<file path="src/rtl/ff_mem_arbiter.sv">
// Arbiter and sequencer sharing one asynchronous SRAM between the CPU bus bridge and the
// video line fetch. Video wins contention unless the CPU has already waited CPU_MAX_WAIT cycles.
module ff_mem_arbiter #(
  parameter int AW            = 18,
  parameter int DW            = 16,
  parameter int ACCESS_CYCLES = 2,
  parameter int CPU_MAX_WAIT  = 8
) (
  input  logic          clk,
  input  logic          reset_n,
  input  logic          cpu_req,
  input  logic          cpu_we,
  input  logic [AW-1:0] cpu_addr,
  input  logic [DW-1:0] cpu_wdata,
  output logic          cpu_ack,
  output logic [DW-1:0] cpu_rdata,
  input  logic          vid_req,
  input  logic [AW-1:0] vid_addr,
  output logic          vid_ack,
  output logic [DW-1:0] vid_rdata,
  output logic [AW-1:0] mem_addr,
  output logic [DW-1:0] mem_dout,
  output logic          mem_dout_en,
  input  logic [DW-1:0] mem_din,
  output logic          mem_ce_n,
  output logic          mem_oe_n,
  output logic          mem_we_n,
  output logic          busy
);

  localparam int CW = (ACCESS_CYCLES > 1) ? $clog2(ACCESS_CYCLES) : 1;
  localparam int WW = $clog2(CPU_MAX_WAIT + 1);

  typedef enum logic [1:0] {
    IDLE    = 2'd0,
    ACCESS  = 2'd1,
    RECOVER = 2'd2
  } state_t;

  state_t        state;
  state_t        state_nxt;
  logic [CW-1:0] cnt;
  logic          own_cpu;
  logic          own_we;
  logic [WW-1:0] cpu_wait;

  logic          grant_cpu;
  logic          grant_vid;
  logic          last_beat;
  logic          own_cpu_nxt;
  logic          own_we_nxt;
  logic          ce_n_nxt;
  logic          oe_n_nxt;
  logic          we_n_nxt;
  logic          dout_en_nxt;
  logic          cpu_ack_nxt;
  logic          vid_ack_nxt;

  // Next-state and next-strobe decode; strobes are registered so the SRAM pins never glitch.
  always_comb begin
    state_nxt   = state;
    grant_cpu   = 1'b0;
    grant_vid   = 1'b0;
    last_beat   = (state == ACCESS) && (cnt == CW'(ACCESS_CYCLES - 1));
    case (state)
      IDLE: begin
        if (cpu_req && (!vid_req || cpu_wait >= WW'(CPU_MAX_WAIT))) begin
          grant_cpu = 1'b1;
        end else if (vid_req) begin
          grant_vid = 1'b1;
        end
        if (grant_cpu || grant_vid) state_nxt = ACCESS;
      end
      ACCESS:  if (last_beat) state_nxt = RECOVER;
      RECOVER: state_nxt = IDLE;
      default: state_nxt = IDLE;
    endcase

    own_cpu_nxt = own_cpu;
    own_we_nxt  = own_we;
    if (grant_cpu) begin
      own_cpu_nxt = 1'b1;
      own_we_nxt  = cpu_we;
    end else if (grant_vid) begin
      own_cpu_nxt = 1'b0;
      own_we_nxt  = 1'b0;
    end

    ce_n_nxt    = !(state_nxt == ACCESS);
    oe_n_nxt    = !((state_nxt == ACCESS) && !own_we_nxt);
    we_n_nxt    = !((state_nxt == ACCESS) && own_we_nxt);
    dout_en_nxt = (state_nxt == ACCESS) && own_we_nxt;
    cpu_ack_nxt = (state_nxt == RECOVER) && own_cpu_nxt;
    vid_ack_nxt = (state_nxt == RECOVER) && !own_cpu_nxt;
  end

  always_ff @(posedge clk or negedge reset_n) begin
    if (!reset_n) begin
      state <= IDLE;
    end else begin
      state <= state_nxt;
    end
  end

  // Access sequencing: beat counter, ownership and the fairness counter.
  always_ff @(posedge clk or negedge reset_n) begin
    if (!reset_n) begin
      cnt      <= '0;
      own_cpu  <= 1'b0;
      own_we   <= 1'b0;
      cpu_wait <= '0;
    end else begin
      own_cpu <= own_cpu_nxt;
      own_we  <= own_we_nxt;
      if (grant_cpu || grant_vid) begin
        cnt <= '0;
      end else if (state == ACCESS) begin
        cnt <= cnt + CW'(1);
      end
      // Counts every cycle the CPU is asking but not being granted, video service included.
      if (grant_cpu) begin
        cpu_wait <= '0;
      end else if (cpu_req && (cpu_wait < WW'(CPU_MAX_WAIT))) begin
        cpu_wait <= cpu_wait + WW'(1);
      end
    end
  end

  // SRAM pin drivers and completion pulses.
  always_ff @(posedge clk or negedge reset_n) begin
    if (!reset_n) begin
      mem_ce_n    <= 1'b1;
      mem_oe_n    <= 1'b1;
      mem_we_n    <= 1'b1;
      mem_dout_en <= 1'b0;
      cpu_ack     <= 1'b0;
      vid_ack     <= 1'b0;
    end else begin
      mem_ce_n    <= ce_n_nxt;
      mem_oe_n    <= oe_n_nxt;
      mem_we_n    <= we_n_nxt;
      mem_dout_en <= dout_en_nxt;
      cpu_ack     <= cpu_ack_nxt;
      vid_ack     <= vid_ack_nxt;
    end
  end

  // Address/data capture on the grant edge; read data lands on the edge ending the last beat.
  always_ff @(posedge clk or negedge reset_n) begin
    if (!reset_n) begin
      mem_addr  <= '0;
      mem_dout  <= '0;
      cpu_rdata <= '0;
      vid_rdata <= '0;
    end else begin
      if (grant_cpu) begin
        mem_addr <= cpu_addr;
        if (cpu_we) mem_dout <= cpu_wdata;
      end else if (grant_vid) begin
        mem_addr <= vid_addr;
      end
      if (last_beat && !own_we) begin
        if (own_cpu) begin
          cpu_rdata <= mem_din;
        end else begin
          vid_rdata <= mem_din;
        end
      end
    end
  end

  assign busy = (state != IDLE);

endmodule

</file>
<file path="config.mk">
export PLATFORM = sky130hd
export DESIGN_NAME = ff_mem_arbiter
export DESIGN_NICKNAME = d
export VERILOG_FILES = /design/src/rtl/ff_mem_arbiter.sv
export SDC_FILE = /design/constraint.sdc
export NUM_CORES = 1
export LEC_CHECK = 0
export CAP_MARGIN = 5
export CORE_AREA = 2 2 90 92
export CTS_BUF_LIST = sky130_fd_sc_hd__clkbuf_16
export DETAILED_ROUTE_END_ITERATION = 8
export DIE_AREA = 0 0 92 94
export PLACE_DENSITY = 0.88
export SLEW_MARGIN = 10
export SYNTH_ARGS = -nofsm -noshare
export SYNTH_HDL_FRONTEND = slang
export SYNTH_SLANG_ARGS = --single-unit
</file>
<file path="constraint.sdc">
create_clock -name clk -period 3.2 [get_ports clk]
set_input_delay 0.32 -clock clk [delete_from_list [all_inputs] [get_ports clk]]
set_output_delay 0.32 -clock clk [all_outputs]
set_load 0.02 [all_outputs]
</file>
==> results.sh, run 1 <==
export IMPL_run_status="completed"
export IMPL_fill_cells=539
export IMPL_critPathCaptureType="primary output"
export IMPL_synth_area_per_cell_um2=12.9
export IMPL_final_nets=480
export IMPL_largest_family_of_logic_cells_by_synthesized_area="multiplexers"
export IMPL_grt_max_degree=82
export IMPL_layout_cells_most_common="sky130_fd_sc_hd__clkdlybuf4s50_1"
export IMPL_wire_per_inst_um=16.4
export IMPL_p_per_area_mw_per_mm2=1060
export IMPL_synth_enable_flop_cells=0
export IMPL_tritoncts_num_buffers=9
export IMPL_min_path_type="input port to async pin"
export IMPL_ios=146
export IMPL_cts_path_max_buffers=2
export IMPL_htreeDepth=3
export IMPL_asyncSetResetFlopFracSynth_pct=100
export IMPL_postLayoutSetupSlackWorst_ns=0.811
export IMPL_post_cts_resize_count=0
export IMPL_timing_clock_skew_ns=0.00862
export IMPL_final_cell_mix="144 x sky130_fd_sc_hd__clkdlybuf4s50_1, 78 x sky130_fd_sc_hd__dfrtp_1, 32 x sky130_fd_sc_hd__mux2_1, 23 x sky130_fd_sc_hd__inv_1, 20 x sky130_fd_sc_hd__nand3_1"
export IMPL_vias_per_cell=5.06
export IMPL_hpwlAfterDp_um=5950
export IMPL_postRouteWirelength_um=8400
export IMPL_gp_congestion=0.771
export IMPL_maxSlewHeadroom_pct=36.0
export IMPL_primary_flip_flop_cell_chosen_by_synthesis_mapping="sky130_fd_sc_hd__dfrtp_1"
export IMPL_clock_sink_count=81
export IMPL_critical_path_slowest_cell="sky130_fd_sc_hd__clkdlybuf4s50_1"
export IMPL_syn_inst=260
export IMPL_count_of_inserted_antenna_diode_cells=0
export IMPL_required_time_worst_endpoint_ns=2.88
export IMPL_totalNegativeSetupSlack_ns=0
export IMPL_ff_latch_area_mm2=0.00203
export IMPL_synth_compound_area_share_pct=8.92
export IMPL_ir_drop_worst_case_vdd_mv=0.494
export IMPL_mappedNetlistNets=335
export IMPL_number_of_unique_standard_cell_types_used_by_synthesis=35
export IMPL_hold_slack_ns=0.166
export IMPL_numPortBuffers=145
export IMPL_timing_critical_path_slowest_cell_delay_ns=0.72
export IMPL_die_area_mm2=0.00865
export IMPL_root_buffer="sky130_fd_sc_hd__clkbuf_16"
export IMPL_drt_iter0_markers=111
export IMPL_yosys_register_bits=81
export IMPL_initial_core_util_pct=44.1
export IMPL_die_width_um=92
export IMPL_final_min_period_over_clock_period_pct=74.7
export IMPL_via_count=2591
export IMPL_cp_max_fo=21
export IMPL_synth_adder_area_share_pct=0.746
export IMPL_tightestPinTransition_ns=0.960
export IMPL_syn2layout_area_growth_pct=55.0
export IMPL_setup_worst_path_start_class="flip-flop"
export IMPL_cts_hold_buf=0
export IMPL_cts_reportedPaths_clkPinSlew_ns=0.06
export IMPL_multi_input_comb_area_mm2=0.00117
export IMPL_global_route_wire_length_before_repair_um=13600
export IMPL_ys_warn_count=0
export IMPL_rsz0062_at_grt="false"
export IMPL_synth_area_mm2=0.00335
export IMPL_drt_pass1_iterations=4
export IMPL_post_synth_xor_area_fraction_pct=0.522
export IMPL_timing_final_crit_period_ns=2.39
export IMPL_max_freq_ghz=0.419
export IMPL_drt_antenna_violating_nets=0
export IMPL_synth_simple_gate_area_share_pct=6.60
export IMPL_detail_route_drc_violations=0
export IMPL_grtUsageTotal_pct=20.5
export IMPL_grt_antenna_before_repair=0
export IMPL_cts_setup_buffers=0
export IMPL_core_rowCount=32
export IMPL_worst_setup_path_type="flip-flop to primary output"
export IMPL_setup_viol=0
export IMPL_clk_latency_ns=0.33
export IMPL_pre_cts_slack_ns=0.820
export IMPL_grt_pass1_vias=2759
export IMPL_synth_seq_area_share_pct=60.6
export IMPL_cap_violations=0
export IMPL_hold_violations=0
export IMPL_multiplexer_share_of_the_synthesized_area_pct=17.8
export IMPL_coreArea_mm2=0.00761
export IMPL_worstPathCellList="nor2_1 -> inv_1 -> clkdlybuf4s50_1"
export IMPL_cp_arrival_ns=2.07
export IMPL_total_count_of_max_transition_violations_in_the_final_report=0
export IMPL_drive_above_1_share_pct=10.5
export IMPL_fp_dieH_um=94
export IMPL_tritoncts="yes"
export IMPL_grt_overflow_total=0
export IMPL_power_leakage_nw=2.25
-- final timing paths --
path	startpoint	end	slack, ns	cells after the start
setup reg to reg	state[1]$_DFF_PN0_	cpu_rdata[15]$_DFFE_PN0P_	1.11	3
hold / removal	reset_n	cpu_rdata[1]$_DFFE_PN0P_	0.17	1
max in group asynchronous	reset_n	mem_dout[4]$_DFFE_PN0P_	2.44	1
min in group clk	mem_dout[12]$_DFFE_PN0P_	mem_dout[12]$_DFFE_PN0P_	0.48	1
setup / recovery	state[0]$_DFF_PN0_	busy	0.81	3
hold reg to reg	mem_dout[12]$_DFFE_PN0P_	mem_dout[12]$_DFFE_PN0P_	0.48	1
-- worst max-delay path, delay by kind of cell (launching register included) --
family	cells	cell delay [ns]
buffers and inverters	2	1.17
and+or+nand+nor	1	0.11
DFF	1	0.46
-- cell families after synthesis --
group	Yosys count
xor gates and xnor gates	2
muxes	50
and+or+nand+nor	42
buffers and inverters	39
AOI/OAI and AO/OA	44
DFF	81
adders and majority gates	2
-- through the flow --
stage / power (mW) / util (%) / instance area (µm²) / std cells
after floorplan: 3.23 / - / 3350 / 260
after global placement: 4.41 / 64.4 / 4900 / 496
after detailed placement: 4.52 / 64.4 / 4900 / 496
after CTS: 5.55 / 68.3 / 5190 / 512
after global routing: 5.82 / 68.3 / 5200 / 512
final: 5.50 / 68.3 / 5200 / 512
-- power by group --
part	total, mW	switching (mW)	leakage (nW)	internal [mW]
Sequential	1.87	0.309	0.971	1.56
Combinational	2.63	1.30	1.14	1.34
Clock	1.00	0.399	0.139	0.602
-- per-layer routing --
layer  up-vias  track usage (%)  wire length, µm
met1      1257             25.0             3460
li1       1206                -                -
met3         4             4.33              622
met4         0             7.84               71
met2       124             35.9             4250
met5         -                0                0
-- synthesized netlist by cell type, types with 2 or more instances --
library cell / instances / area [µm²]
sky130_fd_sc_hd__dfstp_2: 3 / 78.8
sky130_fd_sc_hd__nand3_1: 20 / 100
sky130_fd_sc_hd__mux2_2: 6 / 67.6
sky130_fd_sc_hd__mux2i_1: 2 / 20.0
sky130_fd_sc_hd__nand3b_1: 2 / 15.0
sky130_fd_sc_hd__nor2b_1: 2 / 12.5
sky130_fd_sc_hd__o21ai_0: 19 / 95.1
sky130_fd_sc_hd__mux2_1: 32 / 360
sky130_fd_sc_hd__ha_1: 2 / 25.0
sky130_fd_sc_hd__dfrtp_1: 78 / 1950
sky130_fd_sc_hd__nor2_1: 8 / 30.0
sky130_fd_sc_hd__mux2_4: 10 / 150
sky130_fd_sc_hd__inv_1: 23 / 86.3
sky130_fd_sc_hd__buf_2: 3 / 15.0
sky130_fd_sc_hd__o21ai_1: 2 / 10.0
sky130_fd_sc_hd__o311ai_1: 18 / 158
sky130_fd_sc_hd__clkbuf_1: 10 / 37.5
sky130_fd_sc_hd__nand2_1: 2 / 7.51
sky130_fd_sc_hd__and3_1: 2 / 12.5
-- layout make-up --
type	count	area share [%]
clock buffers	9	4.33
well taps	102	2.46
repair buffers	150	28.6
multi-input cells	140	22.5
flip-flops and latches	81	39.1
inverters	23	1.66
clock inverters	7	1.37
-- registers in the layout (all words and copies together) (netlist names) --
| name | flops |
|---|---|
| own_cpu | 1 |
| vid_rdata | 16 |
| mem_addr | 18 |
| cpu_ack | 1 |
| mem_dout_en | 1 |
| own_we | 1 |
| mem_we_n | 1 |
| mem_oe_n | 1 |
| cpu_wait | 4 |
| cnt | 1 |
| mem_ce_n | 1 |
| state | 2 |
| vid_ack | 1 |
| mem_dout | 16 |
| cpu_rdata | 16 |
No activity file was read; power rests on OpenSTA's default activity.
==> run 2, diff against run 1 <==
--- a/config.mk
+++ b/config.mk
@@ -6,11 +6,11 @@
 export NUM_CORES = 1
 export LEC_CHECK = 0
 export CAP_MARGIN = 5
-export CORE_AREA = 2 2 90 92
+export CORE_AREA = 2 2 93 95
 export CTS_BUF_LIST = sky130_fd_sc_hd__clkbuf_16
 export DETAILED_ROUTE_END_ITERATION = 8
-export DIE_AREA = 0 0 92 94
-export PLACE_DENSITY = 0.88
+export DIE_AREA = 0 0 95 97
+export PLACE_DENSITY = 0.83
 export SLEW_MARGIN = 10
 export SYNTH_ARGS = -nofsm -noshare
 export SYNTH_HDL_FRONTEND = slang
==> constraint.sdc (replaced) <==
create_clock -name clk -period 2.2 [get_ports clk]
set_input_delay 0.22 -clock clk [delete_from_list [all_inputs] [get_ports clk]]
set_output_delay 0.22 -clock clk [all_outputs]
set_load 0.02 [all_outputs]
==> results.sh, run 2 (synthesized netlist as in run 1, its figures left out) <==
export IMPL_critPathCaptureType="primary output"
export IMPL_required_time_worst_endpoint_ns=1.98
export IMPL_area_of_placed_instances_mm2=0.00497
export IMPL_pwr_share_comb_pct=48.5
export IMPL_cp_arrival_ns=1.62
export IMPL_wire_per_inst_um=15.7
export IMPL_clock_sink_count=81
export IMPL_grt_antenna_before_repair=0
export IMPL_tritoncts_num_buffers=9
export IMPL_cts_path_max_buffers=2
export IMPL_htreeDepth=3
export IMPL_grt_pass1_vias=2723
export IMPL_cp_max_fo=5
export IMPL_rr_endpoint="cpu_rdata[13]$_DFFE_PN0P_"
export IMPL_largest_register_ffs=18
export IMPL_hold_violations=0
export IMPL_setup_viol=0
export IMPL_layout_cells_most_common="sky130_fd_sc_hd__clkdlybuf4s50_1"
export IMPL_drive_above_1_share_pct=11.0
export IMPL_drt_iter0_markers=66
export IMPL_power_net_switching_mw=2.86
export IMPL_setup_reg_to_reg_worst_slack_ns=0.41
export IMPL_topRoutingLayerUsed="met4"
export IMPL_final_design_area_no_fill_mm2=0.00527
export IMPL_timing_critical_path_slowest_cell_delay_ns=0.54
export IMPL_worst_setup_path_type="flip-flop to primary output"
export IMPL_route_met2_wl_um=3960
export IMPL_run_status="completed"
export IMPL_finalPower_mw=7.97
export IMPL_postRouteWirelength_um=8190
export IMPL_vias_per_cell=5.04
export IMPL_fp_dieH_um=97
export IMPL_die_area_mm2=0.00922
export IMPL_grtUsageTotal_pct=18.5
export IMPL_timing_clock_skew_ns=0.00754
export IMPL_count_of_inserted_antenna_diode_cells=0
export IMPL_final_nets=487
export IMPL_timing_final_crit_period_ns=1.84
export IMPL_ios=146
export IMPL_worstPathCellList="nor2_1 -> inv_1 -> clkdlybuf4s50_1"
export IMPL_root_buffer="sky130_fd_sc_hd__clkbuf_16"
export IMPL_totalNegativeSetupSlack_ns=0
export IMPL_setup_worst_path_start_class="flip-flop"
export IMPL_gp_congestion=0.795
export IMPL_power_internal_mw=5.11
export IMPL_wl_met3_um=799
export IMPL_core_rowCount=33
export IMPL_die_width_um=95
export IMPL_total_count_of_max_transition_violations_in_the_final_report=0
export IMPL_max_freq_ghz=0.543
export IMPL_relative_contribution_of_sequential_cells_to_total_power_pct=33.9
export IMPL_power_share_switching_pct=35.9
export IMPL_syn2layout_area_growth_pct=57.0
export IMPL_cts_setup_buffers=0
export IMPL_via_count=2629
export IMPL_numPortBuffers=145
export IMPL_ir_drop_worst_case_vdd_mv=0.812
export IMPL_p_per_area_mw_per_mm2=1510
export IMPL_finalCoreUtilization_pct=64.7
export IMPL_registers_top_by_ff_count="mem_addr"
export IMPL_rsz0062_at_grt="false"
export IMPL_power_leakage_nw=2.30
export IMPL_share_clk_of_total_power_pct=17.5
export IMPL_r2r_start="state[1]$_DFF_PN0_"
export IMPL_drt_pass1_iterations=4
export IMPL_final_min_period_over_clock_period_pct=83.6
export IMPL_route_layer_met1_wl_um=3280
export IMPL_min_path_type="input port to async pin"
export IMPL_hpwlAfterDp_um=6060
export IMPL_initial_core_util_pct=41.2
export IMPL_cap_violations=0
export IMPL_coreArea_mm2=0.00813
export IMPL_cts_reportedPaths_clkPinSlew_ns=0.06
export IMPL_grt_overflow_total=0
export IMPL_tritoncts="yes"
export IMPL_maxSlewHeadroom_pct=50.7
export IMPL_clk_latency_ns=0.33
export IMPL_drt_antenna_violating_nets=0
export IMPL_critical_path_slowest_cell="sky130_fd_sc_hd__clkdlybuf4s50_1"
export IMPL_grt_max_degree=52
export IMPL_reg2reg_depth=4
export IMPL_detail_route_drc_violations=0
export IMPL_tightestPinTransition_ns=0.740
export IMPL_global_route_wire_length_before_repair_um=13200
export IMPL_final_cell_mix="144 x sky130_fd_sc_hd__clkdlybuf4s50_1, 78 x sky130_fd_sc_hd__dfrtp_1, 32 x sky130_fd_sc_hd__mux2_1, 26 x sky130_fd_sc_hd__inv_1, 20 x sky130_fd_sc_hd__nand3_1"
[run 2: changes by cell type in the layout (fill, tap and decap cells not counted), sizes merged]
cell         before  now
buf               6   12
inv              23   26
clkinvlp          2    0
clkinv            4    3
dlygate4sd3       0    1
[run 2: worst max path at each step]
stage / start / endpoint / cells past startpoint
floorplan: state[1]$_DFF_PN0_ / cpu_rdata[10]$_DFFE_PN0P_ / 5
global placement: vid_req / mem_addr[3]$_DFFE_PN0P_ / 3
detailed placement: vid_req / mem_addr[0]$_DFFE_PN0P_ / 3
CTS: state[1]$_DFF_PN0_ / busy / 3
global route: state[0]$_DFF_PN0_ / busy / 3
finish: state[1]$_DFF_PN0_ / busy / 3
[run 2: power by group through the flow]
stage,logic (mW),registers [mW],clock network [mW]
detailed placement,3.90,2.72,0
global placement,3.81,2.69,0
floorplan,1.21,3.48,0
global route,4.14,2.79,1.50
CTS,3.92,2.71,1.43
finish,3.87,2.70,1.40
[run 2: final cells by class]
cell class	instances	area [µm²]
tap	105	131
timing repair buffer	157	1570
inverter	23	86.3
sequential	81	2030
clock buffer	9	225
fill	616	2870
multi-input combinational	140	1170
clock inverter	7	55.1
[run 2: stage by stage]
step           std cells  setup slack [ns]  hold slack [ns]
3_5_place_dp         505             0.112            0.288
3_3_place_gp         505             0.215            0.279
4_1_cts              522             0.394            0.460
6_report             522             0.360            0.468
2_1_floorplan        260             0.491          -0.0756
5_1_grt              522             0.261            0.482
[run 2: timing repair]
action,4_1_cts,5_1_grt
hold buffers,1,0
resized for setup,0,0
endpoints found under the hold margin,50,0
[run 2: worst max-delay path: cells and delay by family, from the launching register on]
kind / cells / cell delay, ns
simple gates: 1 / 0.23
buf+inv: 2 / 0.63
flops: 1 / 0.43
[run 2: per-layer routing]
layer,vias to the layer above,GRT usage (%)
met1,1263,22.9
li1,1225,-
met3,10,4.60
met5,-,0
met2,131,30.4
met4,0,8.25
==> run 3, diff against run 2 <==
--- a/config.mk
+++ b/config.mk
@@ -6,11 +6,11 @@
 export NUM_CORES = 1
 export LEC_CHECK = 0
 export CAP_MARGIN = 5
-export CORE_AREA = 2 2 93 95
+export CORE_AREA = 2 2 97 99
 export CTS_BUF_LIST = sky130_fd_sc_hd__clkbuf_16
 export DETAILED_ROUTE_END_ITERATION = 8
-export DIE_AREA = 0 0 95 97
-export PLACE_DENSITY = 0.83
+export DIE_AREA = 0 0 99 101
+export PLACE_DENSITY = 0.81
 export SLEW_MARGIN = 10
 export SYNTH_ARGS = -nofsm -noshare
 export SYNTH_HDL_FRONTEND = slang
==> constraint.sdc (replaced) <==
create_clock -name clk -period 1.55 [get_ports clk]
set_input_delay 0.155 -clock clk [delete_from_list [all_inputs] [get_ports clk]]
set_output_delay 0.155 -clock clk [all_outputs]
set_load 0.02 [all_outputs]
==> results.sh, run 3 (synthesized netlist as in run 1, its figures left out) <==
export IMPL_initial_core_util_pct=37.4
export IMPL_fill_cells=673
export IMPL_grtUsageTotal_pct=18.2
export IMPL_run_status="finished, violations left"
export IMPL_grt_max_degree=44
export IMPL_timing_critical_path_buf_inv=1
export IMPL_p_per_area_mw_per_mm2=2160
export IMPL_gr_peak_layer="met2"
export IMPL_tightestPinTransition_ns=0.474
export IMPL_tritoncts_num_buffers=9
export IMPL_critical_path_slowest_cell="sky130_fd_sc_hd__dfrtp_1"
export IMPL_grt_pass1_vias=2902
export IMPL_ir_drop_worst_case_vdd_mv=1.00
export IMPL_final_cell_mix="140 x sky130_fd_sc_hd__clkdlybuf4s50_1, 77 x sky130_fd_sc_hd__dfrtp_1, 37 x sky130_fd_sc_hd__mux2_4, 24 x sky130_fd_sc_hd__inv_1, 20 x sky130_fd_sc_hd__nand3_1"
export IMPL_worstPathCellList="nand3b_1 -> or3b_4 -> buf_12 -> mux2_4"
export IMPL_hold_violations=0
export IMPL_drt_iter0_markers=78
export IMPL_detail_route_drc_violations=0
export IMPL_pre_cts_slack_ns=-0.176
export IMPL_postRouteWirelength_um=9360
export IMPL_syn2layout_area_growth_pct=65.9
export IMPL_global_route_usage_met2_pct=32.3
export IMPL_hold_slack_ns=0.280
export IMPL_required_time_worst_endpoint_ns=1.76
export IMPL_cap_violations=0
export IMPL_grt_overflow_total=0
export IMPL_die_width_um=99
export IMPL_ios=146
export IMPL_drive_above_1_share_pct=21.6
export IMPL_numPortBuffers=145
export IMPL_drt_antenna_violating_nets=0
export IMPL_setup_viol=25
export IMPL_grtUsageMet3_pct=4.09
export IMPL_worst_setup_path_type="flip-flop to flip-flop"
export IMPL_cts_reportedPaths_clkPinSlew_ns=0.06
export IMPL_timing_critical_path_slowest_cell_delay_ns=0.40
export IMPL_gp_congestion=0.756
export IMPL_fp_dieH_um=101
export IMPL_violations="setup timing"
export IMPL_wire_per_inst_um=17.3
export IMPL_maxSlewHeadroom_pct=68.3
export IMPL_rsz0062_at_grt="true"
export IMPL_clock_sink_count=81
export IMPL_vias_per_cell=5.04
export IMPL_critPathCaptureType="flip-flop"
export IMPL_timing_clock_skew_ns=0.00505
export IMPL_core_rowCount=35
export IMPL_drt_pass1_iterations=5
export IMPL_count_of_inserted_antenna_diode_cells=0
export IMPL_max_freq_ghz=0.629
export IMPL_global_route_wire_length_before_repair_um=14300
export IMPL_tritoncts="yes"
export IMPL_registers_top_by_ff_count="mem_addr"
export IMPL_min_path_type="input port to async pin"
export IMPL_root_buffer="sky130_fd_sc_hd__clkbuf_16"
export IMPL_via_count=2724
export IMPL_timing_final_crit_period_ns=1.59
export IMPL_postLayoutSetupSlackWorst_ns=-0.0410
export IMPL_final_nets=500
export IMPL_power_leakage_nw=2.46
export IMPL_final_min_period_over_clock_period_pct=103
export IMPL_cts_path_max_buffers=2
export IMPL_die_area_mm2=0.0100
export IMPL_critPathTopFamily="simple AND/OR/NAND/NOR gates"
export IMPL_largest_register_ffs=18
export IMPL_total_count_of_max_transition_violations_in_the_final_report=0
export IMPL_clk_latency_ns=0.33
export IMPL_coreArea_mm2=0.00898
export IMPL_grt_met1_usage_pct=21.6
export IMPL_cp_arrival_ns=1.80
export IMPL_setup_worst_path_start_class="flip-flop"
export IMPL_cp_max_fo=16
export IMPL_htreeDepth=3
export IMPL_layout_cells_most_common="sky130_fd_sc_hd__clkdlybuf4s50_1"
export IMPL_grt_antenna_before_repair=0
export IMPL_hpwlAfterDp_um=6660
run 3: changes by cell type in the layout (fill, tap and decap cells not counted), moves of 2 or more:
cell,delta
sky130_fd_sc_hd__mux2_1,-27
sky130_fd_sc_hd__mux2_4,+27
sky130_fd_sc_hd__buf_4,+6
sky130_fd_sc_hd__buf_12,+5
sky130_fd_sc_hd__clkdlybuf4s50_1,-4
sky130_fd_sc_hd__clkinvlp_4,+3
sky130_fd_sc_hd__dlygate4sd2_1,+3
sky130_fd_sc_hd__clkinv_2,-2
sky130_fd_sc_hd__inv_1,-2
run 3: path summary, 6_finish.rpt:
path / depth (start not counted) / endpoint / slack [ns] / start
setup / recovery: 4 / cpu_rdata[7]$_DFFE_PN0P_ / -0.04 / state[1]$_DFF_PN0_
hold / removal: 2 / mem_dout[6]$_DFFE_PN0P_ / 0.28 / reset_n
setup reg to reg: 4 / cpu_rdata[7]$_DFFE_PN0P_ / -0.04 / state[1]$_DFF_PN0_
hold reg to reg: 1 / vid_rdata[5]$_DFFE_PN0P_ / 0.48 / vid_rdata[5]$_DFFE_PN0P_
max in group asynchronous: 3 / mem_ce_n$_DFF_PN1_ / 0.68 / reset_n
min in group clk: 3 / mem_addr[13]$_DFFE_PN0P_ / 0.40 / vid_addr[13]
run 3: power breakdown:
group / switching, mW / leakage [nW] / internal (mW)
clock network: 0.826 / 0.127 / 1.08
logic: 2.87 / 1.36 / 3.36
registers: 0.650 / 0.970 / 3.22
run 3: repair_timing:
item / 4_1_cts / 5_1_grt
hold endpoints to repair: 22 / 0
gates cloned: 0 / 1
resized for setup: 16 / 25
hold buffers: 1 / 0
buffers inserted: 0 / 1
pin swaps: 0 / 2
endpoints found under the setup margin: 36 / 70
run 3: final cells by class:
cell class	count	area [µm²]	share of cell area, %
Sequential cell	81	2030	36.5
Timing Repair Buffer	170	1740	31.3
Multi-Input combinational cell	140	1290	23.2
Clock buffer	9	225	4.05
Tap cell	111	139	2.50
Inverter	23	86.3	1.55
Clock inverter	7	47.5	0.855
run 3: through the flow:
step | setup TNS (ns) | instances | total power, mW | util, % | area [µm²]
floorplan | -3.58 | 260 | 6.68 | - | 3360
global placement | -1.66 | 522 | 9.48 | 57.1 | 5120
detailed placement | -4.49 | 522 | 9.70 | 57.1 | 5120
CTS | -0.548 | 539 | 11.8 | 60.7 | 5450
global route | -2.28 | 541 | 12.7 | 62.0 | 5560
finish | -0.548 | 541 | 12.0 | 62.0 | 5560
run 3: routing by layer:
metal | routed length [µm] | share of wire (%)
met5 | 0 | 0
met1 | 3810 | 41
met2 | 4680 | 50
met3 | 726 | 7.8
met4 | 136 | 1.5
